$ cat config.mk
export PLATFORM = sky130hd
export DESIGN_NAME = uart_rx_monitor
export DESIGN_NICKNAME = d
export VERILOG_FILES = /design/src/rtl/carfield_pkg.sv /design/src/rtl/fifo_v3.sv /design/src/rtl/uart_rx_monitor.sv
export SDC_FILE = /design/constraint.sdc
export NUM_CORES = 1
export LEC_CHECK = 0
export BUFFER_PORTS_ARGS = -buffer_cell sky130_fd_sc_hd__clkbuf_2
export CAP_MARGIN = 20
export CORE_MARGIN = 4
export CORE_UTILIZATION = 40
export CTS_CLUSTER_DIAMETER = 200
export DETAILED_ROUTE_END_ITERATION = 10
export PLACE_DENSITY = 0.65
export SYNTH_ARGS = -nofsm -noshare
export SYNTH_HDL_FRONTEND = slang
export SYNTH_HIERARCHICAL = 1
export SYNTH_SLANG_ARGS = --single-unit
$ cat constraint.sdc
create_clock -name clk_i -period 3.55 [get_ports clk_i]
set_clock_uncertainty 0.15 [all_clocks]
set_input_delay 0.1775 -clock clk_i [delete_from_list [all_inputs] [get_ports clk_i]]
set_output_delay 0.1775 -clock clk_i [all_outputs]
set_load 0.02 [all_outputs]
$ cat src/rtl/carfield_pkg.sv
// rtl/carfield_pkg.sv - shared constants and types for the UART receive monitor
package carfield_pkg;

  localparam int unsigned UartMonClkDivDefault = 1736;

  typedef enum logic [2:0] {
    IDLE,
    START,
    DATA,
    STOP,
    BREAK
  } uart_mon_state_e;

endpackage

$ cat src/rtl/fifo_v3.sv
// rtl/fifo_v3.sv - synchronous FIFO; a pop on a full FIFO frees room for a same-cycle push
module fifo_v3 #(
  parameter int unsigned DATA_WIDTH = 32,
  parameter int unsigned DEPTH      = 8,
  parameter int unsigned ADDR_DEPTH = (DEPTH > 1) ? $clog2(DEPTH) : 1
) (
  input  logic                  clk_i,
  input  logic                  rst_ni,
  input  logic                  flush_i,
  output logic                  full_o,
  output logic                  empty_o,
  input  logic [DATA_WIDTH-1:0] data_i,
  input  logic                  push_i,
  output logic [DATA_WIDTH-1:0] data_o,
  input  logic                  pop_i
);

  localparam logic [ADDR_DEPTH:0] FullCount = (ADDR_DEPTH + 1)'(DEPTH);

  logic [DATA_WIDTH-1:0] mem_q [DEPTH];
  logic [ADDR_DEPTH-1:0] rd_ptr_q, wr_ptr_q;
  logic [ADDR_DEPTH:0]   count_q;
  logic                  do_push, do_pop;

  assign full_o  = (count_q == FullCount);
  assign empty_o = (count_q == '0);
  assign do_pop  = pop_i && !empty_o;
  assign do_push = push_i && (!full_o || do_pop);
  assign data_o  = mem_q[rd_ptr_q];

  // Pointers wrap naturally because DEPTH is a power of two.
  always_ff @(posedge clk_i) begin
    if (!rst_ni || flush_i) begin
      rd_ptr_q <= '0;
      wr_ptr_q <= '0;
      count_q  <= '0;
    end else begin
      if (do_push) wr_ptr_q <= wr_ptr_q + 1'b1;
      if (do_pop)  rd_ptr_q <= rd_ptr_q + 1'b1;
      if (do_push && !do_pop)      count_q <= count_q + 1'b1;
      else if (!do_push && do_pop) count_q <= count_q - 1'b1;
    end
  end

  always_ff @(posedge clk_i) begin
    if (do_push) mem_q[wr_ptr_q] <= data_i;
  end

endmodule

$ cat src/rtl/uart_rx_monitor.sv
// rtl/uart_rx_monitor.sv - 8N1 UART receiver with byte FIFO, frame-error and overflow flags
module uart_rx_monitor
  import carfield_pkg::*;
#(
  parameter int unsigned ClkDiv    = UartMonClkDivDefault,
  parameter int unsigned FifoDepth = 4
) (
  input  logic       clk_i,
  input  logic       rst_ni,
  input  logic       rx_i,
  input  logic       en_i,
  output logic [7:0] data_o,
  output logic       valid_o,
  input  logic       ready_i,
  output logic       frame_err_o,
  output logic       overflow_o
);

  localparam int unsigned   CntW    = $clog2(ClkDiv);
  localparam logic [CntW-1:0] HalfMax = CntW'(ClkDiv / 2 - 1);
  localparam logic [CntW-1:0] BitMax  = CntW'(ClkDiv - 1);

  uart_mon_state_e state_q, state_d;
  logic [CntW-1:0] cnt_q, cnt_d;
  logic [2:0]      bit_q, bit_d;
  logic [7:0]      shift_q, shift_d;
  logic            rx_meta, rx_s, rx_prev;
  logic [1:0]      settle_q;
  logic            fall, push, pop, frame_err, frame_err_q, overflow_q;
  logic            fifo_full, fifo_empty;

  // The synchronizer comes out of reset at 1, so edge detection waits until
  // rx_prev holds a genuinely sampled line value; a line already low at
  // reset release must not look like a fresh start bit.
  assign fall = rx_prev && !rx_s && (settle_q == 2'd3);

  always_ff @(posedge clk_i) begin
    if (!rst_ni) begin
      rx_meta     <= 1'b1;
      rx_s        <= 1'b1;
      rx_prev     <= 1'b1;
      settle_q    <= 2'd0;
      state_q     <= IDLE;
      cnt_q       <= '0;
      bit_q       <= '0;
      shift_q     <= '0;
      frame_err_q <= 1'b0;
      overflow_q  <= 1'b0;
    end else begin
      rx_meta     <= rx_i;
      rx_s        <= rx_meta;
      rx_prev     <= rx_s;
      if (settle_q != 2'd3) settle_q <= settle_q + 2'd1;
      state_q     <= state_d;
      cnt_q       <= cnt_d;
      bit_q       <= bit_d;
      shift_q     <= shift_d;
      frame_err_q <= frame_err;
      if (push && fifo_full && !pop) overflow_q <= 1'b1;
    end
  end

  always_comb begin
    state_d   = state_q;
    cnt_d     = cnt_q + 1'b1;
    bit_d     = bit_q;
    shift_d   = shift_q;
    push      = 1'b0;
    frame_err = 1'b0;
    if (!en_i) begin
      state_d = IDLE;
      cnt_d   = '0;
      bit_d   = '0;
    end else begin
      unique case (state_q)
        IDLE: begin
          cnt_d = '0;
          bit_d = '0;
          if (fall) state_d = START;
        end
        START: begin
          if (cnt_q == HalfMax) begin
            cnt_d   = '0;
            state_d = rx_s ? IDLE : DATA;
          end
        end
        DATA: begin
          if (cnt_q == BitMax) begin
            cnt_d   = '0;
            shift_d = {rx_s, shift_q[7:1]};
            bit_d   = bit_q + 3'd1;
            if (bit_q == 3'd7) state_d = STOP;
          end
        end
        STOP: begin
          if (cnt_q == BitMax) begin
            cnt_d = '0;
            if (rx_s) begin
              push    = 1'b1;
              state_d = IDLE;
            end else begin
              frame_err = 1'b1;
              state_d   = BREAK;
            end
          end
        end
        BREAK: begin
          cnt_d = '0;
          if (rx_s) state_d = IDLE;
        end
        default: state_d = IDLE;
      endcase
    end
  end

  assign valid_o     = !fifo_empty;
  assign pop         = valid_o && ready_i;
  assign frame_err_o = frame_err_q;
  assign overflow_o  = overflow_q;

  fifo_v3 #(
    .DATA_WIDTH (8),
    .DEPTH      (FifoDepth)
  ) i_fifo (
    .clk_i   (clk_i),
    .rst_ni  (rst_ni),
    .flush_i (1'b0),
    .full_o  (fifo_full),
    .empty_o (fifo_empty),
    .data_i  (shift_q),
    .push_i  (push),
    .data_o  (data_o),
    .pop_i   (pop)
  );

endmodule

**After elaboration in Yosys (flattened, before gate mapping)**

Memories as Yosys holds them, arrays and structs flattened. A register that Yosys moved wholly into a read port is not among the register bits.
Index checks and enable logic that the tools add are counted.

- Register bits after elaboration: 39
- RAM bits: 32
- Input bits: 5
- Memories: 1

- Add/sub/neg operators: 7
- Equality and inequality tests: 16
- Muxes and demuxes: 25
- Reduce and logical (&&, ||, !) cells: 27

Memory list:

| memory | words | bits a word | read ports | clocked after Yosys merged registers in | write ports | RTL line | text |
|---|---|---|---|---|---|---|---|
| i_fifo.mem_q | 4 | 8 | 1 | 1 | 1 | fifo_v3.sv:20 | `logic [DATA_WIDTH-1:0] mem_q [DEPTH];` |

Operators with widths:

| kind | count |
|---|---|
| 11-bit case mux with 3 select lines | 1 |
| 3-bit two-way mux | 10 |
| 11-bit two-way mux | 2 |
| 3-bit case mux with 5 select lines | 1 |
| 2-bit != test (second input constant) | 7 |
| 11-bit by 1-bit adder with 11-bit output (second input constant) | 1 |
| 11-bit by 10-bit equality test with 1-bit output (second input constant) | 1 |
| 11-bit equality test (second input constant) | 1 |
| 3-bit equality test (second input constant) | 3 |
| 1-bit logical AND | 9 |
| 1-bit two-way mux | 7 |
| 2-bit by 1-bit adder with 2-bit output (second input constant) | 3 |
| 3-bit by 1-bit adder with 3-bit output (second input constant) | 2 |
| 3-bit by 2-bit equality test with 1-bit output (second input constant) | 2 |
| 1-bit logical NOT | 6 |
| 3-bit logical NOT | 2 |
| 2-bit two-way mux | 3 |
| 3-bit case mux with 2 select lines | 1 |
| 6-bit AND reduction | 1 |
| 2-bit AND reduction | 2 |
| 4-bit AND reduction | 1 |
| 2-bit nonzero test | 2 |
| 2-bit OR reduction | 2 |
| 3-bit by 1-bit equality test with 1-bit output (second input constant) | 1 |
| other kinds (4) | 4 |

**Depth between registers and ports, before layout**

Gate-level depths: netlist of the first run.

- Depth after elaboration: 10
- Mapped depth: 11

**Hierarchy**

Netlist of the first run, hierarchy kept.

By module, submodules not included:

| module | times used | cells each | area an instance (um2) | sequential area each (um2) |
|---|---|---|---|---|
| fifo_v3 | 1 | 92 | 1634.1 | 1141.1 |
| uart_rx_monitor | 1 | 154 | 1467.7 | 640.6 |

**Worst setup path after synthesis of the first run**

OpenSTA, ideal clock, no wires.

- Path type: register to register
- Start: reg cnt_q[0]
- End: reg i_fifo.count_q[2]
- Arrival time: 2.741 ns
- Data required time: 3.330 ns
- Setup slack: 0.588 ns
- Stages on the path, launching flop included: 12
- Buffers on the path: 0
- Path through: dfxtp_1 ha_1 and4bb_4 nand3_1 nor2_1 and2_4 ha_1 inv_1 fa_1 xor2_1 or3_1 a21oi_1

- Word-level cells in the longest chain between the ends: 8
- Elaborated cells on any way between the ends: 10

RTL lines:

| what | RTL line | text |
|---|---|---|
| start: declaration | uart_rx_monitor.sv:24 | `logic [CntW-1:0] cnt_q, cnt_d;` |
| start signal: assignment | uart_rx_monitor.sv:55 | `cnt_q <= cnt_d;` |
| 11-bit equality test (*) | uart_rx_monitor.sv:96 | `if (cnt_q == BitMax) begin` |
| 1-bit two-way mux (*) | uart_rx_monitor.sv:96 |  |
| 1-bit two-way mux (*) | uart_rx_monitor.sv:75 | `unique case (state_q)` |
| 1-bit two-way mux (*) | uart_rx_monitor.sv:70 | `if (!en_i) begin` |
| named net push | uart_rx_monitor.sv:29 | `logic fall, push, pop, frame_err, frame_err_q, overflow_q;` |
| 1-bit logical AND (*) | fifo_v3.sv:28 | `assign do_push = push_i && (!full_o \|\| do_pop);` |
| named net i_fifo.do_push | fifo_v3.sv:23 | `logic do_push, do_pop;` |
| 1-bit logical NOT | fifo_v3.sv:41 | `else if (!do_push && do_pop) count_q <= count_q - 1'b1;` |
| 1-bit logical AND | fifo_v3.sv:41 |  |
| 2-bit nonzero test (no line) | - |  |
| end signal: assignment | fifo_v3.sv:40 | `if (do_push && !do_pop) count_q <= count_q + 1'b1;` |
| end signal: assignment | fifo_v3.sv:41 |  |
| end: declaration | fifo_v3.sv:22 | `logic [ADDR_DEPTH:0] count_q;` |

The timed path passes the listed nets; every way through them passes the cells marked *.
A chain may end at the register's enable or synchronous reset.

**Worst setup path after layout of the first run**

Ends and elaborated chain as after synthesis.

==> flow_summary.ini, run 1 <==
[sta]
rsz0062_at_grt = no
tightest_slew_ps = 814.8
hold-worst-slack_ps = 94.98
fmax_ghz = 0.3319
fin_crit_sh_pct = 84.88
finalHoldViolations = 0
fin_crit_ps = 3013
maxSlewViolCount = 0
slew_headroom_pct = 45.68
setup_viol = 0
setup_slack_ps = 536.9
fin_tns_setup_ps = 0

[global_routing]
grt_pass1_wl_um = 9453
grt_usage_pct = 13.54
grt_pass1_vias = 1934
grt_max_degree = 19
antenna_found_initial = 0
overflow = 0

[layout]
multi_input_area_mm2 = 0.001255
fillers = 684
seq_area_mm2 = 0.001782
diodes = 0
drive_gt1_share_pct = 17.04
area_delta_synth_final_pct = 13.88
fin_nets = 280

[power]
irDropWorstVdd_mv = 0.2502
swShare_pct = 20.11
seqPwrFrac_pct = 51.4
p_leak_nw = 1.375
p_int_w = 0.001365
power_frac_comb_pct = 1.7
clkPwrFrac_pct = 46.9
power_density_mw_per_mm2 = 483.7
switchingPower_w = 0.0003437

[yosys]
synth-edff-count = 32
avgSynthCellArea_um2 = 12.61
yosysWarnings = 6
yosys-top-cells-area = edfxtp_1 31%, dfxtp_1 26%, mux4_2 5.8%
synth.distinct_cells = 48
ys_seq_area_share_pct = 57.44
synth_top_area_share_pct = 30.98
synthFlopType = dfxtp_1
synth_area_mm2 = 0.003102
async_flop_share_pct = 0
synth_seq_cells = 73
synthCells = 246
yosysTopAreaCell = edfxtp_1

[die]
coreArea_mm2 = 0.007408
initial_utilization_pct = 41.87
die_width_um = 96.06
pin_count = 16
dieArea_mm2 = 0.009228
die_h_um = 96.06
rows = 31

[worst_setup_path]
path_cells = ha_1 > and4bb_4 > nand3_1 > nor2_1 > and2_4 > ha_1 > inv_1 > fa_1 > xor2_1 > or3_1 > a21oi_1
crit_family = simple AND/OR/NAND/NOR gates
worstSetupEndpoint = i_fifo/count_q[2]
worstSetupStartpointType = register
r2r_slack_ps = 540
worstSetupStartpoint = cnt_q[0]
worstPathRequired_ps = 3670
cp_slowest_cell = dfxtp_1
worstSetupEndpointType = register
crit_path_max_incr_delay_ps = 420
critical_path_depth = 11
cp_num_buf_inv = 1
r2r_cells = 11
regToRegEndpoint = i_fifo/count_q[2]
worstSetupPathType = reg -> reg
timing.rr.start = cnt_q[0]
crit_top_cell = ha_1
crit_fanout = 6
crit_arrival_ps = 3130

[detailed_routing]
first_pass_iters = 4
drcViolationCount = 0
avgRoutedWirePerCell_um = 14.30
ant_nets = 0
drt_iter0_markers = 88
num_vias = 1889
viasPerCell = 5.119
drt_wl_total_um = 5278

[clock_tree]
cts_tree = built
cts_root_buf = clkbuf_8
cts.sinks = 73
cts_inserted_buffers = 9
post_cts_resized = 0
ctsHoldBuffers = 1
cts_setup_buffers = 0
cts_buffer_depth = 2
clk_pin_slew_ps = 80
htree_levels = 3
clk-insertion-delay-late_ps = 340

[job]
cap_violations = 0

[placed_design]
place_ws_ps = 561.0
port_buffers = 15
dp_hpwl_um = 3609
routabilityCongestion = 0.8926

[status]
run_status = completed

[min_path]
min-delay-path-class = in -> reg
[logic make-up (layout without fill, tap and decap cells)]
family	Yosys count	after routing	share of synthesized area [%]
AOI/OAI and AO/OA	24	24	5.527
xor gates and xnor gates	14	14	3.953
adders and majority gates	10	10	4.276
buffers and inverters	17	40	2.218
DFF	73	73	57.44
muxes	20	20	9.681
other	1	2	0.1209
and+or+nand+nor	87	87	16.78
[power groups by stage]
stage	Sequential (W)	Combinational, W	Clock, W
final	0.000879	0.0000284	0.000801
after global routing	0.000881	0.0000328	0.000860
after CTS	0.000879	0.0000288	0.000823
after detailed placement	0.000899	0.0000280	0
after global placement	0.000898	0.0000271	0
after floorplan	0.000897	0.0000217	0
[flip-flops by register name (all words and copies together) (netlist names), named ones only]
| signal | flops |
|---|---|
| bit_q | 3 |
| cnt_q | 11 |
| frame_err_o | 1 |
| i_fifo/count_q | 3 |
| i_fifo/mem_q | 32 |
| i_fifo/rd_ptr_q | 2 |
| i_fifo/wr_ptr_q | 2 |
| overflow_o | 1 |
| rx_meta | 1 |
| rx_prev | 1 |
| rx_s | 1 |
| settle_q | 2 |
| shift_q | 8 |
| state_q | 3 |
[area by class of cell]
class / instances / area share, %
clock buffer: 9 / 3.507
clock inverter: 7 / 3.542
inverter: 6 / 0.6376
multi-input combinational: 157 / 35.53
sequential: 73 / 50.44
tap: 99 / 3.507
timing repair buffer: 18 / 2.834
[worst reg2reg max path, cell delays in order (launching register included)]
cell	delay, ps
dfxtp_1	420
ha_1	290
and4bb_4	300
nand3_1	220
nor2_1	200
and2_4	170
ha_1	180
inv_1	60
fa_1	370
xor2_1	160
or3_1	310
a21oi_1	130
[worst min path at each step]
| stage | from | to | slack (ps) | depth (start not counted) |
|---|---|---|---|---|
| after floorplan | rst_ni | rx_meta | 100 | 1 |
| after global placement | rx_i | rx_meta | 210 | 2 |
| after detailed placement | rx_i | rx_meta | 220 | 2 |
| after CTS | rst_ni | rx_meta | 80 | 2 |
| after global routing | rst_ni | rx_prev | 130 | 2 |
| final | rst_ni | rx_meta | 90 | 2 |
[cells in the final DEF, fill, tap and decap left out, types with 7 or more instances in the layout]
| master | netlist | layout |
|---|---|---|
| dfxtp_1 | 41 | 41 |
| edfxtp_1 | 32 | 32 |
| clkbuf_2 | 0 | 15 |
| nor3_1 | 14 | 14 |
| nor2b_1 | 12 | 12 |
| mux2i_1 | 12 | 12 |
| xor2_1 | 12 | 12 |
| nand2_1 | 10 | 10 |
| ha_1 | 9 | 9 |
| clkbuf_8 | 0 | 9 |
| nor2_1 | 8 | 8 |
| mux4_2 | 8 | 8 |
| nand3_1 | 7 | 7 |
[per-layer routing]
layer	routed length, um	part of all wire, %	up-vias	GRT usage [%]
met3	158	3.0	10	2.815
met5	0	0	-	0
met1	2412	46	901	17.17
li1	-	-	954	-
met2	2589	49	24	21.68
met4	118	2.2	0	7.109
[synthesized netlist by cell type (2+ instances only)]
| library cell | number |
|---|---|
| o22ai_1 | 2 |
| xor2_1 | 12 |
| nor3b_1 | 2 |
| nor3_1 | 14 |
| o21a_1 | 2 |
| nor2_1 | 8 |
| and2_1 | 3 |
| xnor2_1 | 2 |
| nor2b_1 | 12 |
| a21oi_1 | 6 |
| nand4_1 | 6 |
| clkbuf_1 | 6 |
| and3_1 | 6 |
| edfxtp_1 | 32 |
| buf_2 | 4 |
| or4_1 | 2 |
| or4b_1 | 2 |
| inv_1 | 6 |
| mux2i_1 | 12 |
| o21ai_0 | 4 |
| nand2_1 | 10 |
| nand3_1 | 7 |
| ha_1 | 9 |
| mux4_2 | 8 |
| dfxtp_1 | 41 |
| nor4b_1 | 2 |
| and4b_1 | 2 |
| nand2b_1 | 4 |
[per-stage QoR]
step / util [%] / total power, W / std cells / area, um^2
after floorplan: - / 0.0009190 / 247 / 3105
after global placement: 44.08 / 0.0009254 / 351 / 3266
after detailed placement: 44.18 / 0.0009266 / 352 / 3273
after CTS: 47.68 / 0.001731 / 369 / 3532
after global routing: 47.68 / 0.001773 / 369 / 3532
final: 47.68 / 0.001709 / 369 / 3532
No activity file was read; power rests on OpenSTA's default activity.
==> run 2, diff against run 1 <==
Settings changed: ABC_AREA set to 1.
Clock period 3.55 ns to 3 ns, I/O delays scaled along.
==> run 2 against run 1 <==
Sequential power grew 21%; first-iteration DRC count increased by 38%; critical path depth rose by 6; clock-buffer cell count is the same; critical path type unchanged.
==> flow_summary.ini, run 2 <==
[placed_design]
routabilityCongestion = 0.8807
dp_hpwl_um = 3910
port_buffers = 15
place_ws_ps = 295.4
place_area_mm2 = 0.003408

[yosys]
syn-num-nets = 390
synth-compound-area-share_pct = 7.282
yosys.area_share.adder_pct = 4.128
synth.distinct_cells = 27
synth_seq_cells = 73
yosys-mux-area-fraction_pct = 0
yosys.area_share.simple_pct = 24.14
synth_commonest_cells = 79 x nor2_1, 69 x nand2_1, 56 x inv_1, 41 x dfxtp_1, 32 x edfxtp_1
avgSynthCellArea_um2 = 8.568
post-synth-top-count-cell = nor2_1
synthXorXnorAreaFrac_pct = 0.8178
yosysTopAreaCell = edfxtp_1
synth_top_area_share_pct = 29.91
ys_seq_area_share_pct = 55.45
yosysWarnings = 6
synth-edff-count = 32
async_flop_share_pct = 0
synth_area_mm2 = 0.003213
synth_top_family_by_area = simple AND/OR/NAND/NOR gates
yosys-top-cells-area = edfxtp_1 30%, dfxtp_1 26%, nor2_1 9.2%
synthCells = 375
synthFlopType = dfxtp_1

[detailed_routing]
first_pass_iters = 4
avgRoutedWirePerCell_um = 10.99
ant_nets = 0
viasPerCell = 4.581
drt_wl_total_um = 5618
drcViolationCount = 0
drt_iter0_markers = 121
num_vias = 2341

[sta]
fin_crit_sh_pct = 91.13
finalHoldViolations = 0
rsz0062_at_grt = no
maxSlewViolCount = 0
tightest_slew_ps = 590.4
fmax_ghz = 0.3658
setup_viol = 0
fin_tns_setup_ps = 0
slew_headroom_pct = 60.59
fin_crit_ps = 2734
setup_slack_ps = 266.2
hold-worst-slack_ps = 16.04

[die]
initial_utilization_pct = 41.37
dieArea_mm2 = 0.009531
coreArea_mm2 = 0.007767
die_width_um = 97.63
pin_count = 16
rows = 32
die_h_um = 97.63

[power]
power_density_mw_per_mm2 = 522.4
irDropWorstVdd_mv = 0.3571
p_leak_nw = 1.543

[worst_setup_path]
worstSetupStartpointType = register
crit_fanout = 5
worstSetupPathType = reg -> reg
worstPathRequired_ps = 3100
crit_arrival_ps = 2840
r2r_cells = 17
worstSetupEndpointType = register

[layout]
final_cell_mix = 79 x nor2_1, 69 x nand2_1, 56 x inv_1
final_area_mm2 = 0.003613
reg_top3 = i_fifo/mem_q: 32 flops, cnt_q: 11 flops, shift_q: 8 flops
drive_gt1_share_pct = 12.47
fillers = 772
top_register = i_fifo/mem_q
diodes = 0
area_delta_synth_final_pct = 12.46
final_common_cell = nor2_1
fin_util_pct = 46.52
fin_nets = 419
largest_register_ff_count = 32

[global_routing]
grt_max_degree = 18
overflow = 0
use_met2_pct = 21.30
antenna_found_initial = 0
grt_usage_pct = 12.90
grt_pass1_vias = 2268
use_met3_pct = 3.733
use_met1_pct = 15.77
top_usage_layer = met2
grt_pass1_wl_um = 9991

[clock_tree]
cts_buffer_depth = 2
cts_root_buf = clkbuf_8
cts_setup_buffers = 0
cts.sinks = 73
htree_levels = 3
clk-insertion-delay-late_ps = 350
cts_tree = built
cts_inserted_buffers = 9
clk_pin_slew_ps = 80

[job]
cap_violations = 0

[status]
run_status = completed

[min_path]
min-delay-path-class = in -> reg
whs_path_depth = 2
[run 2: cell families after synthesis]
kind of cell / Yosys count
xor gates and xnor gates: 3
adders and majority gates: 10
DFF: 73
buffers and inverters: 61
other: 1
and+or+nand+nor: 185
AOI/OAI and AO/OA: 42
[run 2: report_power, final]
group / switching, W / internal (W)
registers: 0.0000142 / 0.00104
logic: 0.0000814 / 0.0000382
clock network: 0.000395 / 0.000315
total: 0.000491 / 0.00140
[run 2: layout make-up]
cell class / count / area (um^2) / area share [%]
well taps: 102 / 127.6 / 3.532
repair buffers: 22 / 132.6 / 3.670
multi-input cells: 241 / 1172 / 32.44
clock buffers: 9 / 123.9 / 3.428
flip-flops and latches: 73 / 1782 / 49.31
clock inverters: 7 / 61.31 / 1.697
inverters: 57 / 214.0 / 5.921
[run 2: what timing repair did]
item / in CTS / in global routing
hold buffers: 2 / 0
setup endpoints to repair: 0 / 0
resized for setup: 0 / 0
hold endpoints to repair: 2 / 0
[run 2: through the flow]
| step | std cells | total power, W |
|---|---|---|
| after CTS | 511 | 0.001914 |
| final | 511 | 0.001888 |
| after detailed placement | 493 | 0.001199 |
| after global placement | 493 | 0.001195 |
| after global routing | 511 | 0.001995 |
| after floorplan | 375 | 0.001170 |
[run 2: path summary, 6_finish.rpt]
kind / start / endpoint / slack [ps]
worst max register to register: cnt_q[0] / i_fifo/count_q[2] / 270
worst max-delay path: cnt_q[0] / i_fifo/count_q[2] / 270
worst min register to register: rx_meta / rx_s / 270
worst min-delay path: rst_ni / rx_prev / 20
[run 2: worst max-delay path: stages (launching register included)]
cell and delay, ps:
dfxtp_1 360, ha_1 230, nand2_2 80, nor2_2 120, nand3_2 140, nor4_1 200
buf_4 180, nand2_1 110, inv_1 90, ha_1 190, inv_1 80, fa_1 380
inv_1 70, nand2_1 50, nand3_1 80, nand2_1 50, nand2_1 50, nor2_1 30
[run 2: per-layer routing]
| layer | up-vias | routed length (um) |
|---|---|---|
| met1 | 1044 | 2711 |
| met4 | 0 | 89 |
| met3 | 9 | 195 |
| met2 | 28 | 2621 |
| met5 | - | 0 |
| li1 | 1260 | - |
